==> config.mk <==
export PLATFORM = sky130hd
export DESIGN_NAME = st7735_spi_sink
export DESIGN_NICKNAME = d
export VERILOG_FILES = /design/src/rtl/st7735_spi_sink.sv
export SDC_FILE = /design/constraint.sdc
export NUM_CORES = 1
export LEC_CHECK = 0
export BUFFER_PORTS_ARGS = -buffer_cell sky130_fd_sc_hd__buf_2
export CAP_MARGIN = 20
export CORE_ASPECT_RATIO = 0.5
export CORE_MARGIN = 5
export CORE_UTILIZATION = 40
export DETAILED_ROUTE_END_ITERATION = 10
export HOLD_SLACK_MARGIN = 0.03
export SLEW_MARGIN = 20
export SYNTH_ARGS = -nofsm -noshare
export SYNTH_HDL_FRONTEND = slang
export SYNTH_SLANG_ARGS = --single-unit
==> constraint.sdc <==
create_clock -name clk -period 3.3 [get_ports clk]
set_input_delay 0.165 -clock clk [delete_from_list [all_inputs] [get_ports clk]]
set_output_delay 0.165 -clock clk [all_outputs]
set_load 0.005 [all_outputs]
==> src/rtl/st7735_spi_sink.sv <==
// Panel-side ST7735 4-wire SPI receiver: decodes CASET/RASET/RAMWR into (x, y, RGB565) pixel writes.
// Define ST7735_SINK_MADCTL_EN to honour MADCTL (0x36) MX/MY mirroring of reported coordinates.
module st7735_spi_sink #(
  parameter int X_MAX = 159,
  parameter int Y_MAX = 79
) (
  input  logic        clk,
  input  logic        resetn,
  input  logic        oled_cs,
  input  logic        oled_clk,
  input  logic        oled_mosi,
  input  logic        oled_dc,
  output logic        pix_valid,
  output logic [7:0]  pix_x,
  output logic [6:0]  pix_y,
  output logic [15:0] pix_color,
  output logic        cmd_valid,
  output logic [7:0]  cmd_code,
  output logic        frame_done
);

  localparam logic [7:0] XM = 8'(X_MAX);
  localparam logic [6:0] YM = 7'(Y_MAX);

  typedef enum logic [2:0] {
    S_IDLE,
    S_CASET,
    S_RASET,
    S_RAMWR,
    S_SKIP
`ifdef ST7735_SINK_MADCTL_EN
    , S_MADCTL
`endif
  } state_t;

  logic [1:0] cs_sync, sclk_sync, mosi_sync, dc_sync;
  logic       sclk_d;
  logic       sclk_rise;

  logic [2:0] bit_cnt;
  logic [6:0] shreg;
  logic       byte_valid;
  logic [7:0] rx_byte;
  logic       rx_dc;

  state_t     state;
  logic [1:0] param_idx;
  logic [7:0] xs, xe, x;
  logic [6:0] ys, ye, y;
  logic       hi_flag;
  logic [7:0] hi_byte;

  logic       x_wrap, y_wrap, visible;
  logic [7:0] rep_x;
  logic [6:0] rep_y;

`ifdef ST7735_SINK_MADCTL_EN
  logic mx, my;
`endif

  // CS synchroniser resets high so the link starts deselected
  always_ff @(posedge clk or negedge resetn) begin
    if (!resetn) begin
      cs_sync   <= 2'b11;
      sclk_sync <= 2'b00;
      mosi_sync <= 2'b00;
      dc_sync   <= 2'b00;
      sclk_d    <= 1'b0;
    end else begin
      cs_sync   <= {cs_sync[0], oled_cs};
      sclk_sync <= {sclk_sync[0], oled_clk};
      mosi_sync <= {mosi_sync[0], oled_mosi};
      dc_sync   <= {dc_sync[0], oled_dc};
      sclk_d    <= sclk_sync[1];
    end
  end

  assign sclk_rise = sclk_sync[1] & ~sclk_d;

  always_ff @(posedge clk or negedge resetn) begin
    if (!resetn) begin
      bit_cnt    <= 3'd0;
      shreg      <= 7'd0;
      byte_valid <= 1'b0;
      rx_byte    <= 8'd0;
      rx_dc      <= 1'b0;
    end else begin
      byte_valid <= 1'b0;
      if (cs_sync[1]) begin
        bit_cnt <= 3'd0;
      end else if (sclk_rise) begin
        shreg   <= {shreg[5:0], mosi_sync[1]};
        bit_cnt <= bit_cnt + 3'd1;
        if (bit_cnt == 3'd7) begin
          byte_valid <= 1'b1;
          rx_byte    <= {shreg, mosi_sync[1]};
          rx_dc      <= dc_sync[1];
        end
      end
    end
  end

  always_comb begin
    x_wrap  = (x == xe) || (x == XM);
    y_wrap  = (y == ye) || (y == YM);
    visible = (x <= XM) && (y <= YM);
`ifdef ST7735_SINK_MADCTL_EN
    rep_x = mx ? (XM - x) : x;
    rep_y = my ? (YM - y) : y;
`else
    rep_x = x;
    rep_y = y;
`endif
  end

  // Command bytes always win; data bytes are interpreted by the current state
  always_ff @(posedge clk or negedge resetn) begin
    if (!resetn) begin
      state      <= S_IDLE;
      param_idx  <= 2'd0;
      xs         <= 8'd0;
      xe         <= XM;
      ys         <= 7'd0;
      ye         <= YM;
      x          <= 8'd0;
      y          <= 7'd0;
      hi_flag    <= 1'b0;
      hi_byte    <= 8'd0;
      pix_valid  <= 1'b0;
      pix_x      <= 8'd0;
      pix_y      <= 7'd0;
      pix_color  <= 16'd0;
      cmd_valid  <= 1'b0;
      cmd_code   <= 8'd0;
      frame_done <= 1'b0;
`ifdef ST7735_SINK_MADCTL_EN
      mx         <= 1'b0;
      my         <= 1'b0;
`endif
    end else begin
      pix_valid  <= 1'b0;
      cmd_valid  <= 1'b0;
      frame_done <= 1'b0;
      if (byte_valid) begin
        if (!rx_dc) begin
          cmd_valid <= 1'b1;
          cmd_code  <= rx_byte;
          hi_flag   <= 1'b0;
          param_idx <= 2'd0;
          case (rx_byte)
            8'h2A: state <= S_CASET;
            8'h2B: state <= S_RASET;
            8'h2C: begin
              state <= S_RAMWR;
              x     <= xs;
              y     <= ys;
            end
            8'h01: begin
              state <= S_IDLE;
              xs    <= 8'd0;
              xe    <= XM;
              ys    <= 7'd0;
              ye    <= YM;
            end
`ifdef ST7735_SINK_MADCTL_EN
            8'h36: state <= S_MADCTL;
`endif
            default: state <= S_SKIP;
          endcase
        end else begin
          case (state)
            S_CASET: begin
              if (param_idx == 2'd1) xs <= rx_byte;
              if (param_idx == 2'd3) begin
                xe    <= rx_byte;
                state <= S_SKIP;
              end
              param_idx <= param_idx + 2'd1;
            end
            S_RASET: begin
              if (param_idx == 2'd1) ys <= rx_byte[6:0];
              if (param_idx == 2'd3) begin
                ye    <= rx_byte[6:0];
                state <= S_SKIP;
              end
              param_idx <= param_idx + 2'd1;
            end
            S_RAMWR: begin
              if (!hi_flag) begin
                hi_byte <= rx_byte;
                hi_flag <= 1'b1;
              end else begin
                hi_flag <= 1'b0;
                if (visible) begin
                  pix_valid  <= 1'b1;
                  pix_x      <= rep_x;
                  pix_y      <= rep_y;
                  pix_color  <= {hi_byte, rx_byte};
                  frame_done <= (x == xe) && (y == ye);
                end
                // Wrapping at X_MAX/Y_MAX as well keeps XS > XE windows bounded
                if (x_wrap) begin
                  x <= xs;
                  y <= y_wrap ? ys : (y + 7'd1);
                end else begin
                  x <= x + 8'd1;
                end
              end
            end
`ifdef ST7735_SINK_MADCTL_EN
            S_MADCTL: begin
              my    <= rx_byte[7];
              mx    <= rx_byte[6];
              state <= S_SKIP;
            end
`endif
            default: ;
          endcase
        end
      end
    end
  end

endmodule

* Yosys cells after proc, flatten, opt, wreduce, memory -nomap -nowiden
Cells that the tools add are included.
** Word-level totals
- Register bits :: 130
- Input bits :: 6
** Operators by class
- $add $sub $neg :: 4
- Magnitude comparators :: 2
- Equal/unequal tests :: 22
- Mux-type cells :: 53
- Bitwise operators :: 5
- Reductions and logical operators :: 22
** Operators with widths (count)
- two-way mux 8 bit :: 13
- two-way mux 7 bit :: 14
- == test 8 x 6 -> 1 bit, second input constant :: 3
- AND reduction 4 bit :: 6
- two-way mux 1 bit :: 18
- two-way mux 3 bit :: 5
- != test 2 x 1 -> 1 bit, second input constant :: 7
- one-hot mux 3 bit (4 select lines) :: 1
- AND reduction 5 bit :: 2
- adder 8 x 1 -> 8 bit, second input constant :: 1
- == test 8 x 1 -> 1 bit, second input constant :: 1
- == test 8 bit :: 1
- == test 8 bit, second input constant :: 1
- less-or-equal comparator 8 bit, second input constant :: 1
- AND reduction 2 bit :: 4
- adder 7 x 1 -> 7 bit, second input constant :: 1
- == test 7 bit :: 1
- == test 7 bit, second input constant :: 1
- less-or-equal comparator 7 bit, second input constant :: 1
- == test 3 x 2 -> 1 bit, second input constant :: 2
- AND reduction 3 bit :: 2
- nonzero test 2 bit :: 3
- two-way mux 2 bit :: 2
- NOT 1 bit :: 4
- other kinds (11) :: 13

* Logic depth before layout (Yosys ltp)
Gate-level depths: netlist of the first run.
- Depth in word-level cells :: 7
- Gate-level depth with buffers :: 8
- Depth with buffers taken out :: 6

* Least setup slack after synthesis of the first run
No wires, ideal clock.
- Path kind :: reg-to-reg
- Start :: register x[0], in the netlist rep_x[0]
- End :: register x[7], in the netlist rep_x[7]
- Arrival time :: 1.962 ns
- Required time :: 3.179 ns
- Path slack :: 1.217 ns
- Cell stages (with the launch flop) :: 8
- Buffers on the path :: 1
- Path through :: dfrtp_1 > ha_1 > nand4_1 > nor4b_1 > a211oi_2 > buf_2 > mux2_2 > o22a_1
** Between the ends
- Word-level cells in the longest chain between the ends :: 6
- Elaborated cells between the ends (all ways) :: 8
- Those cells by class :: 1 x add/sub; 2 x eq/ne; 4 x mux; 1 x reduce/logical
** RTL lines
- start, declared :: RTL line 48 : logic [7:0] xs, xe, x;
- start signal, assigned :: RTL line 155 : x <= xs;
- start signal, assigned :: RTL line 203 : x <= xs;
- start signal, assigned :: RTL line 206 : x <= x + 8'd1;
- branches (longest 2 deep; another with adder 8 x 1 -> 8 bit)
- two-way mux 8 bit (*) :: RTL line 202 : if (x_wrap) begin
- two-way mux 8 bit (*) :: RTL line 189 : if (!hi_flag) begin
- two-way mux 8 bit (*) :: RTL line 171 : case (state)
- two-way mux 8 bit (*) :: RTL line 145 : if (!rx_dc) begin
Every way passes the cells marked *. The select of a mux whose other input is x is not followed.
A chain may end at the register's enable or synchronous reset.

* Worst setup path in the final report of the first run
- Start :: register x[0], in the netlist rep_x[0]
- End :: register y[0], in the netlist rep_y[0]
** Between the ends
- Word-level cells in the longest chain between the ends :: 4
- Elaborated cells between the ends (all ways) :: 5
- Those cells by class :: 3 x eq/ne; 2 x reduce/logical
** RTL lines
- == test 8 bit :: RTL line 104 : x_wrap = (x == xe) || (x == XM);
- logical OR 1 bit (*) :: RTL line 104
- != test 2 x 1 -> 1 bit (no line) (*)
- AND reduction 5 bit (no line) (*)
- end signal, assigned :: RTL line 156 : y <= ys;
- end signal, assigned :: RTL line 204 : y <= y_wrap ? ys : (y + 7'd1);
- end, declared :: RTL line 49 : logic [6:0] ys, ye, y;
Every way passes the cells marked *; elsewhere a longest branch is shown, timed or not.

==> results of run 1 <==
## final cells by class
type / count / share of cell area
Clock buffer: 23 / 0.0679
Sequential cell: 130 / 0.474
Clock inverter: 9 / 0.0223
Tap cell: 198 / 0.0359
Multi-Input combinational cell: 287 / 0.343
Inverter: 10 / 0.00545
Timing Repair Buffer: 58 / 0.0506
## final timing paths
path | from | end | slack, ns | cells after the start
max in group asynchronous | resetn | xe[3] | 2.22 | 3
max reg2reg | rep_x[0] | rep_y[0] | 0.96 | 7
min | resetn | mosi_sync[0] | 0.29 | 2
min in group clk | sclk_sync[0] | sclk_sync[1] | 0.35 | 0
min reg2reg | sclk_sync[0] | sclk_sync[1] | 0.35 | 0
max | rep_x[0] | rep_y[0] | 0.96 | 7
## power by group
| group | internal (W) | total [W] | switching (W) |
|---|---|---|---|
| Combinational | 0.0000381 | 0.0000803 | 0.0000422 |
| Clock | 0.00130 | 0.00198 | 0.000675 |
| Sequential | 0.00164 | 0.00166 | 0.0000246 |
| Total | 0.00298 | 0.00372 | 0.000742 |
## cell usage after synthesis, types with 2 or more instances
| library cell | instances |
|---|---|
| mux2i_1 | 5 |
| and2_1 | 6 |
| o22ai_1 | 4 |
| o21ai_0 | 22 |
| buf_2 | 8 |
| xor2_1 | 15 |
| a311oi_1 | 2 |
| nor2_1 | 20 |
| nand3b_1 | 2 |
| or2_2 | 2 |
| nand4_1 | 3 |
| ha_1 | 6 |
| o22a_1 | 6 |
| a21oi_1 | 9 |
| nor3_1 | 4 |
| nand2b_1 | 4 |
| clkbuf_8 | 2 |
| o2bb2ai_1 | 2 |
| o211ai_2 | 4 |
| and2_2 | 2 |
| buf_6 | 4 |
| dfrtp_1 | 117 |
| nor4_2 | 2 |
| dfstp_2 | 13 |
| or2b_2 | 3 |
| mux2_4 | 6 |
| mux2_2 | 83 |
| xnor2_1 | 3 |
| inv_1 | 10 |
| a31oi_1 | 2 |
| nand2_1 | 29 |
| a211oi_1 | 3 |
| a32oi_1 | 3 |
| clkbuf_1 | 8 |
| nand3_1 | 9 |
| clkbuf_2 | 2 |
| and3_1 | 4 |
## registers in the layout (all words and copies together), names as in the netlist, 2 cells and up
name       count
dc_sync        2
rep_y          7
param_idx      2
cmd_code       8
mosi_sync      2
state          3
ys             7
pix_x          8
bit_cnt        3
xe             8
shreg          7
pix_y          7
hi_byte        8
cs_sync        2
xs             8
pix_color     16
sclk_sync      2
rx_byte        8
ye             7
rep_x          8
## cells by family after synthesis
| kind of cell | after synthesis | synth area share |
|---|---|---|
| flops | 130 | 0.561 |
| simple gates | 100 | 0.0957 |
| mux | 94 | 0.184 |
| compound gates | 69 | 0.0837 |
| buf+inv | 36 | 0.0358 |
| xor+xnor | 18 | 0.0270 |
| fa+ha+maj | 6 | 0.0129 |
## repair_timing
action,CTS,global route
hold endpoints to repair,58,0
buffers inserted,0,0
hold buffers,5,0
## through the flow
stage / power [W] / utilization / setup slack, ns / cells
floorplan: 0.00172 / - / 1.22 / 453
CTS: 0.00376 / 0.479 / 0.938 / 715
finish: 0.00372 / 0.479 / 0.961 / 715
global route: 0.00384 / 0.479 / 0.694 / 715
detailed placement: 0.00177 / 0.432 / 0.962 / 678
global placement: 0.00177 / 0.432 / 0.955 / 678
## layer usage
layer,GRT usage,share of wire,vias up
li1,-,-,1733
met1,0.215,0.51,1862
met4,0.0604,0.015,0
met3,0.0301,0.032,14
met5,0,0,-
met2,0.224,0.45,70
==> impl_metrics.toml, run 1 <==
[outcome]
status = "finished clean"

[finish]
mostFrequentLayoutCells = "dfrtp_1 (117), mux2_2 (83), buf_2 (46), nand2_1 (29), o21ai_0 (22)"
seq_area_um2 = 3270
area_growth_pct = 18.2
drive_gt1_frac = 0.397
final_area_um2 = 6890
layout.nets = 516
multiInputGateArea_um2 = 2370
final_common_cell = "dfrtp_1"
num_antenna_cells = 0
nFillCells = 1289

[timing]
slew_headroom = 0.569
hold_violations = 0
worst_slew_pin_slew_ns = 0.644
rsz0062_at_grt = "no"
whs_ns = 0.288
min_period_ns = 2.34
finalCritPeriodShare = 0.709
max_freq_mhz = 428
fin_worst_skew_ns = 0.00780
tns_ns = 0
drv_slew = 0
report.final.setup_viol = 0

[critical_path]
critical_path.max_stage_delay_ns = 0.48
cp_slowest_cell = "dfrtp_1"
arrival_ns = 2.67
cp_max_fo = 24
cp_cell_sequence = "ha_1, nand4_1, nor4b_1, a211oi_2, buf_4, or4_1, o211ai_1"
critical_path.top_delay_family = "simple AND/OR/NAND/NOR gates"
cp.required_ns = 3.63
crit_type = "reg2reg"
end_kind = "register"
cp-start-kind = "register"
cp.buffers_inverters = 1

[yosys]
seq_area_frac_synth = 0.561
syn_area_per_cell_um2 = 12.9
synth_edf_count = 0
synth_fp_nets = 465
synth_area_leader_cell = "dfrtp_1"
synthCells = 453
ys_ff_latch = 130
synthArstFlopShare = 1.00
syn_area_um2 = 5830
synth-warning-count = 0
synth_top_area_share = 0.502
yosys-top-cells-area = "dfrtp_1 (50%), mux2_2 (16%), dfstp_2 (5.9%)"
synth.distinct_cells = 61
synth_flop_cell = "dfrtp_1"

[die]
start_util = 0.405
die_x_um = 181
die_h_um = 95.4
die_area_um2 = 17200
boundaryPins = 48
core_um2 = 14400
num_rows = 31

[global_route]
antenna_found_initial = 0
gr-total-overflow = 0
grt_pass1_wl_um = 20200
grt_usage = 0.150
grt_pass1_vias = 3685
grt_max_degree = 71

[placement]
dpl_cell_area_um2 = 6220
place_hpwl_um = 7930
portBuffers = 47
place_congestion = 0.809

[routing]
vias_per_cell = 5.15
ant_nets = 0
drt-pass1-iter-count = 4
drt-wirelength-per-cell_um = 16.7
wl_um = 12000
post-route-drc-count = 0
drt_iter0_drc = 176
vias = 3679

[clock_network]
path_clk_slew_ns = 0.06
clock_latency_ns = 0.41
clock_tree.root_cell = "clkbuf_16"
cts.sinks = 130
ctsLongestPathBuffers = 2
cts_buffers = 17
cts_tree = "done"
h-tree-depth = 4
cts_resized = 0

[power_and_ir_drop]
ir_worst_vdd_mv = 0.293
powerDensity_nw_per_um2 = 540
p_leak_nw = 3.37

[run]
maxCapViolations = 0

[hold_path]
hold_class = "in2async"
Note: power is estimated with default switching activity, not from simulation.
==> run 2: changes to the inputs <==
ABC_AREA = 1   (was default)
clock period = 2.09 ns   (was 3.3 ns; I/O delays follow)
==> run 2 against run 1 <==
  * Clock skew grew 0.0041 ns
  * Core utilization grew 2.4 points
  * Setup slack got worse by 0.80 ns
  * Synthesized cell count increased by 43%
  * Largest cell class unchanged
  * Non-clock buffer count is 17 higher
  * Die area decreased by 2.1%
  * First-iteration DRC count rose by 120%
  * Worst hold slack got worse by 0.14 ns
  * Critical path depth is 2 higher
  * Flip-flop and latch count stayed put
  * Register-to-register slack lost 0.80 ns
==> impl_metrics.toml, run 2 <==
[clock_network]
h-tree-depth = 4
cts_buffers = 17
clock_latency_ns = 0.42
cts_resized = 0
path_clk_slew_ns = 0.06
cts.sinks = 130
ctsLongestPathBuffers = 2
clock_tree.root_cell = "clkbuf_16"
cts_tree = "done"
cts_setup_buffers = 0

[placement]
dp_cells = 888
dpl_cell_area_um2 = 6260
place_hpwl_um = 9590
portBuffers = 47
place_congestion = 0.844

[finish]
num_antenna_cells = 0
nFillCells = 1340
mostFrequentLayoutCells = "nand2_1 (222), dfrtp_1 (117), o21ai_0 (73), inv_1 (54), buf_2 (46)"
final_area_um2 = 6920
largest-register = "pix_color"
multiInputGateArea_um2 = 2080
largest_register_ff_count = 16
layout.nets = 732
seq_area_um2 = 3270
drive_gt1_frac = 0.191
area_growth_pct = 21.4
final_common_cell = "nand2_1"
layout.cells.non_filler = 925

[yosys]
synth_top_area_share = 0.514
synth_area_leader_cell = "dfrtp_1"
seq_area_frac_synth = 0.574
synth-warning-count = 0
synth.most_common_cell = "nand2_1"
synth.distinct_cells = 34
synth_fp_nets = 659
ys_ff_latch = 130
synth_flop_cell = "dfrtp_1"
yosys-top-cells-area = "dfrtp_1 (51%), nand2_1 (15%), o21ai_0 (6.4%)"
synthArstFlopShare = 1.00
syn_area_per_cell_um2 = 8.81
synth_edf_count = 0
syn_area_um2 = 5700
synth.top_cells.by_count = "nand2_1 (222), dfrtp_1 (117), o21ai_0 (73), inv_1 (54)"
synthCells = 647

[routing]
post-route-drc-count = 0
top_layer_used = "met4"
drt-wirelength-per-cell_um = 14.5
vias = 4469
drt-pass1-iter-count = 5
ant_nets = 0
met2_length_um = 5950
m1WireLength_um = 6600
vias_per_cell = 4.83
dr_wl_met3_um = 658
drt_iter0_drc = 386
wl_um = 13400

[outcome]
status = "finished clean"

[critical_path]
cp-start-kind = "register"
cp.required_ns = 2.45
crit_type = "reg2reg"
crit_path_start = "rx_byte[4]"
critical_path.max_stage_delay_ns = 0.44
cp.buffers_inverters = 2
critical_path.top_delay_family = "simple AND/OR/NAND/NOR gates"
cp_max_fo = 8
reg2reg_from = "rx_byte[4]"
crit_top_cell = "nand2_1"
arrival_ns = 2.29
end_kind = "register"
cp_slowest_cell = "dfrtp_1"
cp_cell_sequence = "inv_1, nand2_1, nor2_1, nand4_1, nand2_1, nand3_1, inv_1, nand2_1, nand2_1"

[global_route]
grt_pass1_wl_um = 22500
gr-total-overflow = 0
grt_usage = 0.172
grt_max_degree = 55
antenna_found_initial = 0
grt_pass1_vias = 4380

[power_and_ir_drop]
ir_worst_vdd_mv = 0.464
p_leak_nw = 3.39
powerDensity_nw_per_um2 = 833

[die]
boundaryPins = 48
core_um2 = 13700
die_x_um = 179
num_rows = 30
start_util = 0.415
die_area_um2 = 16900
die_h_um = 94.4

[timing]
hold_violations = 0
rsz0062_at_grt = "yes"
fin_worst_skew_ns = 0.0119
report.final.setup_viol = 0
min_period_ns = 1.93
finalCritPeriodShare = 0.922
slew_headroom = 0.657
max_freq_mhz = 519
drv_slew = 0
worst_slew_pin_slew_ns = 0.513

[run]
maxCapViolations = 0

[hold_path]
hold_class = "in2async"
-- run 2: cell types whose count changed after synthesis, moves of 7 or more --
cell,previous run,this run
o21ai_0,22,73
inv_2,0,7
xor2_1,15,7
o21ai_1,0,20
mux2_2,83,0
xnor2_1,3,11
nand2_1,29,222
inv_1,10,54
nand3_1,9,26
-- run 2: final cells by class --
cell class,instances,area share
Inverter,62,0.0340
Multi-Input combinational cell,434,0.300
Tap cell,192,0.0347
Timing Repair Buffer,75,0.0702
Sequential cell,130,0.473
Clock inverter,14,0.0259
Clock buffer,18,0.0620
-- run 2: power breakdown --
part	leakage [nW]	internal, W	switching, W
clock network	0.294	0.00190	0.00118
registers	1.75	0.00256	0.0000175
logic	1.35	0.0000330	0.0000772
total	3.39	0.00449	0.00127
-- run 2: worst paths after layout --
| kind | endpoint | slack [ns] | depth (start not counted) |
|---|---|---|---|
| worst max-delay path | ye[0] | 0.16 | 9 |
| worst max register to register | ye[0] | 0.16 | 9 |
| max in group asynchronous | ye[0] | 1.27 | 3 |
| worst min-delay path | sclk_sync[0] | 0.15 | 2 |
| min in group clk | sclk_sync[0] | 0.32 | 2 |
| worst min register to register | mosi_sync[1] | 0.35 | 0 |
-- run 2: logic make-up (layout without fill, tap and decap cells) --
logic type / Yosys count / after routing / share of synthesized area
multiplexers: 1 / 1 / 0.00176
AO/OA/AOI/OAI: 107 / 107 / 0.0973
buffers and inverters: 83 / 169 / 0.0615
XOR/XNOR: 18 / 18 / 0.0277
flip-flops: 130 / 130 / 0.574
adder cells (fa/ha/maj): 6 / 6 / 0.0132
AND/OR/NAND/NOR: 302 / 302 / 0.225
-- run 2: what timing repair did --
action                     CTS  global route
hold buffers                 5             0
hold endpoints to repair   123             0
setup endpoints to repair    0             2
-- run 2: layer usage --
layer / vias to the layer above / track usage
li1: 2218 / -
met1: 2145 / 0.246
met2: 89 / 0.259
met3: 17 / 0.0404
met4: 0 / 0.0574
met5: - / 0
-- run 2: stage by stage --
step	power, W	setup TNS [ns]	util	setup slack [ns]	hold WS (ns)
floorplan	0.00265	0	-	0.444	-0.191
global placement	0.00273	0	0.456	0.220	0.0493
detailed placement	0.00273	0	0.456	0.204	0.0482
CTS	0.00581	0	0.503	0.182	0.146
global route	0.00597	-0.0165	0.503	-0.0142	0.181
finish	0.00576	0	0.503	0.163	0.149
==> run 3: changes to the inputs <==
--- a/config.mk
+++ b/config.mk
@@ -13,2 +13,3 @@
 export CORE_UTILIZATION = 40
+export CTS_CLUSTER_DIAMETER = 150
 export DETAILED_ROUTE_END_ITERATION = 10
==> constraint.sdc (replaced) <==
create_clock -name clk -period 2.09 [get_ports clk]
set_input_delay 0 -clock clk [delete_from_list [all_inputs] [get_ports clk]]
set_output_delay 0 -clock clk [all_outputs]
set_load 0.005 [all_outputs]
==> run 3 against run 2 <==
  * Die area is the same
  * First-iteration DRC count shrank 24%
  * Critical path depth shrank 1
  * Global-route usage grew 0.056 points
==> impl_metrics.toml, run 3 (synthesis gave the netlist of run 2 again) <==
[outcome]
status = "finished clean"

[clock_network]
path_clk_slew_ns = 0.06
cts_hold_buf = 5
ctsLongestPathBuffers = 2
clock_tree.root_cell = "clkbuf_16"
cts_tree = "done"
cts_buffers = 17
cts.sinks = 130
cts_resized = 0
h-tree-depth = 4
cts_setup_buffers = 0
clock_latency_ns = 0.42

[die]
die_area_um2 = 16900
start_util = 0.415
die_h_um = 94.4
die_x_um = 179
num_rows = 30
boundaryPins = 48
core_um2 = 13700

[finish]
final_common_cell = "nand2_1"
largest_register_ff_count = 16
layout.nets = 730
final_area_um2 = 6890
num_antenna_cells = 0
nFillCells = 1335
layout.cells.non_filler = 923
utilization = 0.502
drive_gt1_frac = 0.189
largest-register = "pix_color"
mostFrequentLayoutCells = "nand2_1 (222), dfrtp_1 (117), o21ai_0 (73), inv_1 (54), buf_2 (46)"
area_growth_pct = 20.9

[critical_path]
crit_path_end = "xs[3]"
cp.buffers_inverters = 1
arrival_ns = 2.12
cp_slowest_cell = "dfrtp_1"
critical_path.top_delay_family = "simple AND/OR/NAND/NOR gates"
rr_worst_depth = 8
reg2reg_slack_ns = 0.24
critical_path.max_stage_delay_ns = 0.47
cp-start-kind = "register"
end_kind = "register"
reg2reg_from = "rx_byte[4]"
cp.required_ns = 2.37
crit_path_start = "rx_byte[4]"
cp_cell_sequence = "inv_1, nand2_1, nor2_1, nand4_1, nand2_1, nand3_1, nand2_1, o21ai_0"
cp_num_cells = 8
crit_type = "reg2reg"
reg2reg_to = "xs[3]"
crit_top_cell = "nand2_1"
cp_max_fo = 16

[routing]
wl_um = 13600
vias = 4502
drt-pass1-iter-count = 5
drt-wirelength-per-cell_um = 14.7
drt_iter0_drc = 292
post-route-drc-count = 0
vias_per_cell = 4.88
ant_nets = 0

[global_route]
grt_max_degree = 50
met3_usage = 0.0380
busiest_layer = "met2"
grtUsageMet2 = 0.258
gr-total-overflow = 0
grt_pass1_vias = 4316
antenna_found_initial = 0
grt_usage = 0.173
met1_usage = 0.242
grt_pass1_wl_um = 22400

[timing]
rsz0062_at_grt = "no"
min_period_ns = 1.85
whs_ns = 0.165
drv_slew = 0
slew_headroom = 0.551
finalCritPeriodShare = 0.883
tns_ns = 0
report.final.setup_viol = 0
max_freq_mhz = 542
fin_worst_skew_ns = 0.0103
worst_slew_pin_slew_ns = 0.674
hold_violations = 0

[power_and_ir_drop]
p_leak_nw = 3.38
powerDensity_nw_per_um2 = 835
ir_worst_vdd_mv = 0.418

[run]
maxCapViolations = 0

[hold_path]
hold_class = "in2async"

[placement]
portBuffers = 47
place_hpwl_um = 9640
dp_cells = 886
dpl_cell_area_um2 = 6230
place_congestion = 0.856
==> run 3: metrics by stage <==
stage	setup slack, ns	total power, W
6_report	0.244	0.00576
5_1_grt	0.0649	0.00594
4_1_cts	0.246	0.00581
3_5_place_dp	0.303	0.00273
3_3_place_gp	0.303	0.00273
2_1_floorplan	0.444	0.00265
==> run 3: routing by layer <==
layer / share of wire / vias up / wire, µm
li1: - / 2215 / -
met1: 0.50 / 2150 / 6800
met2: 0.44 / 110 / 5910
met3: 0.043 / 27 / 578
met4: 0.021 / 0 / 282
met5: 0 / - / 0
==> run 3: power breakdown <==
part           internal (W)  switching [W]
clock network       0.00190        0.00117
logic             0.0000327      0.0000785
registers           0.00256      0.0000171
==> run 3: how the worst min path moves through the flow <==
stage / from / endpoint / cells past startpoint
2_1_floorplan: resetn / bit_cnt[0] / 0
3_3_place_gp: resetn / sclk_sync[0] / 1
3_5_place_dp: resetn / sclk_sync[0] / 1
4_1_cts: resetn / sclk_sync[0] / 2
5_1_grt: oled_cs / cs_sync[0] / 2
6_report: resetn / sclk_sync[0] / 2
==> run 3: final cells by class <==
| class | instances | area [µm²] | area share |
|---|---|---|---|
| flip-flops and latches | 130 | 3270 | 0.474 |
| multi-input cells | 434 | 2080 | 0.302 |
| repair buffers | 73 | 458 | 0.0664 |
| clock buffers | 18 | 429 | 0.0623 |
| well taps | 192 | 240 | 0.0349 |
| inverters | 62 | 235 | 0.0341 |
| clock inverters | 14 | 181 | 0.0263 |
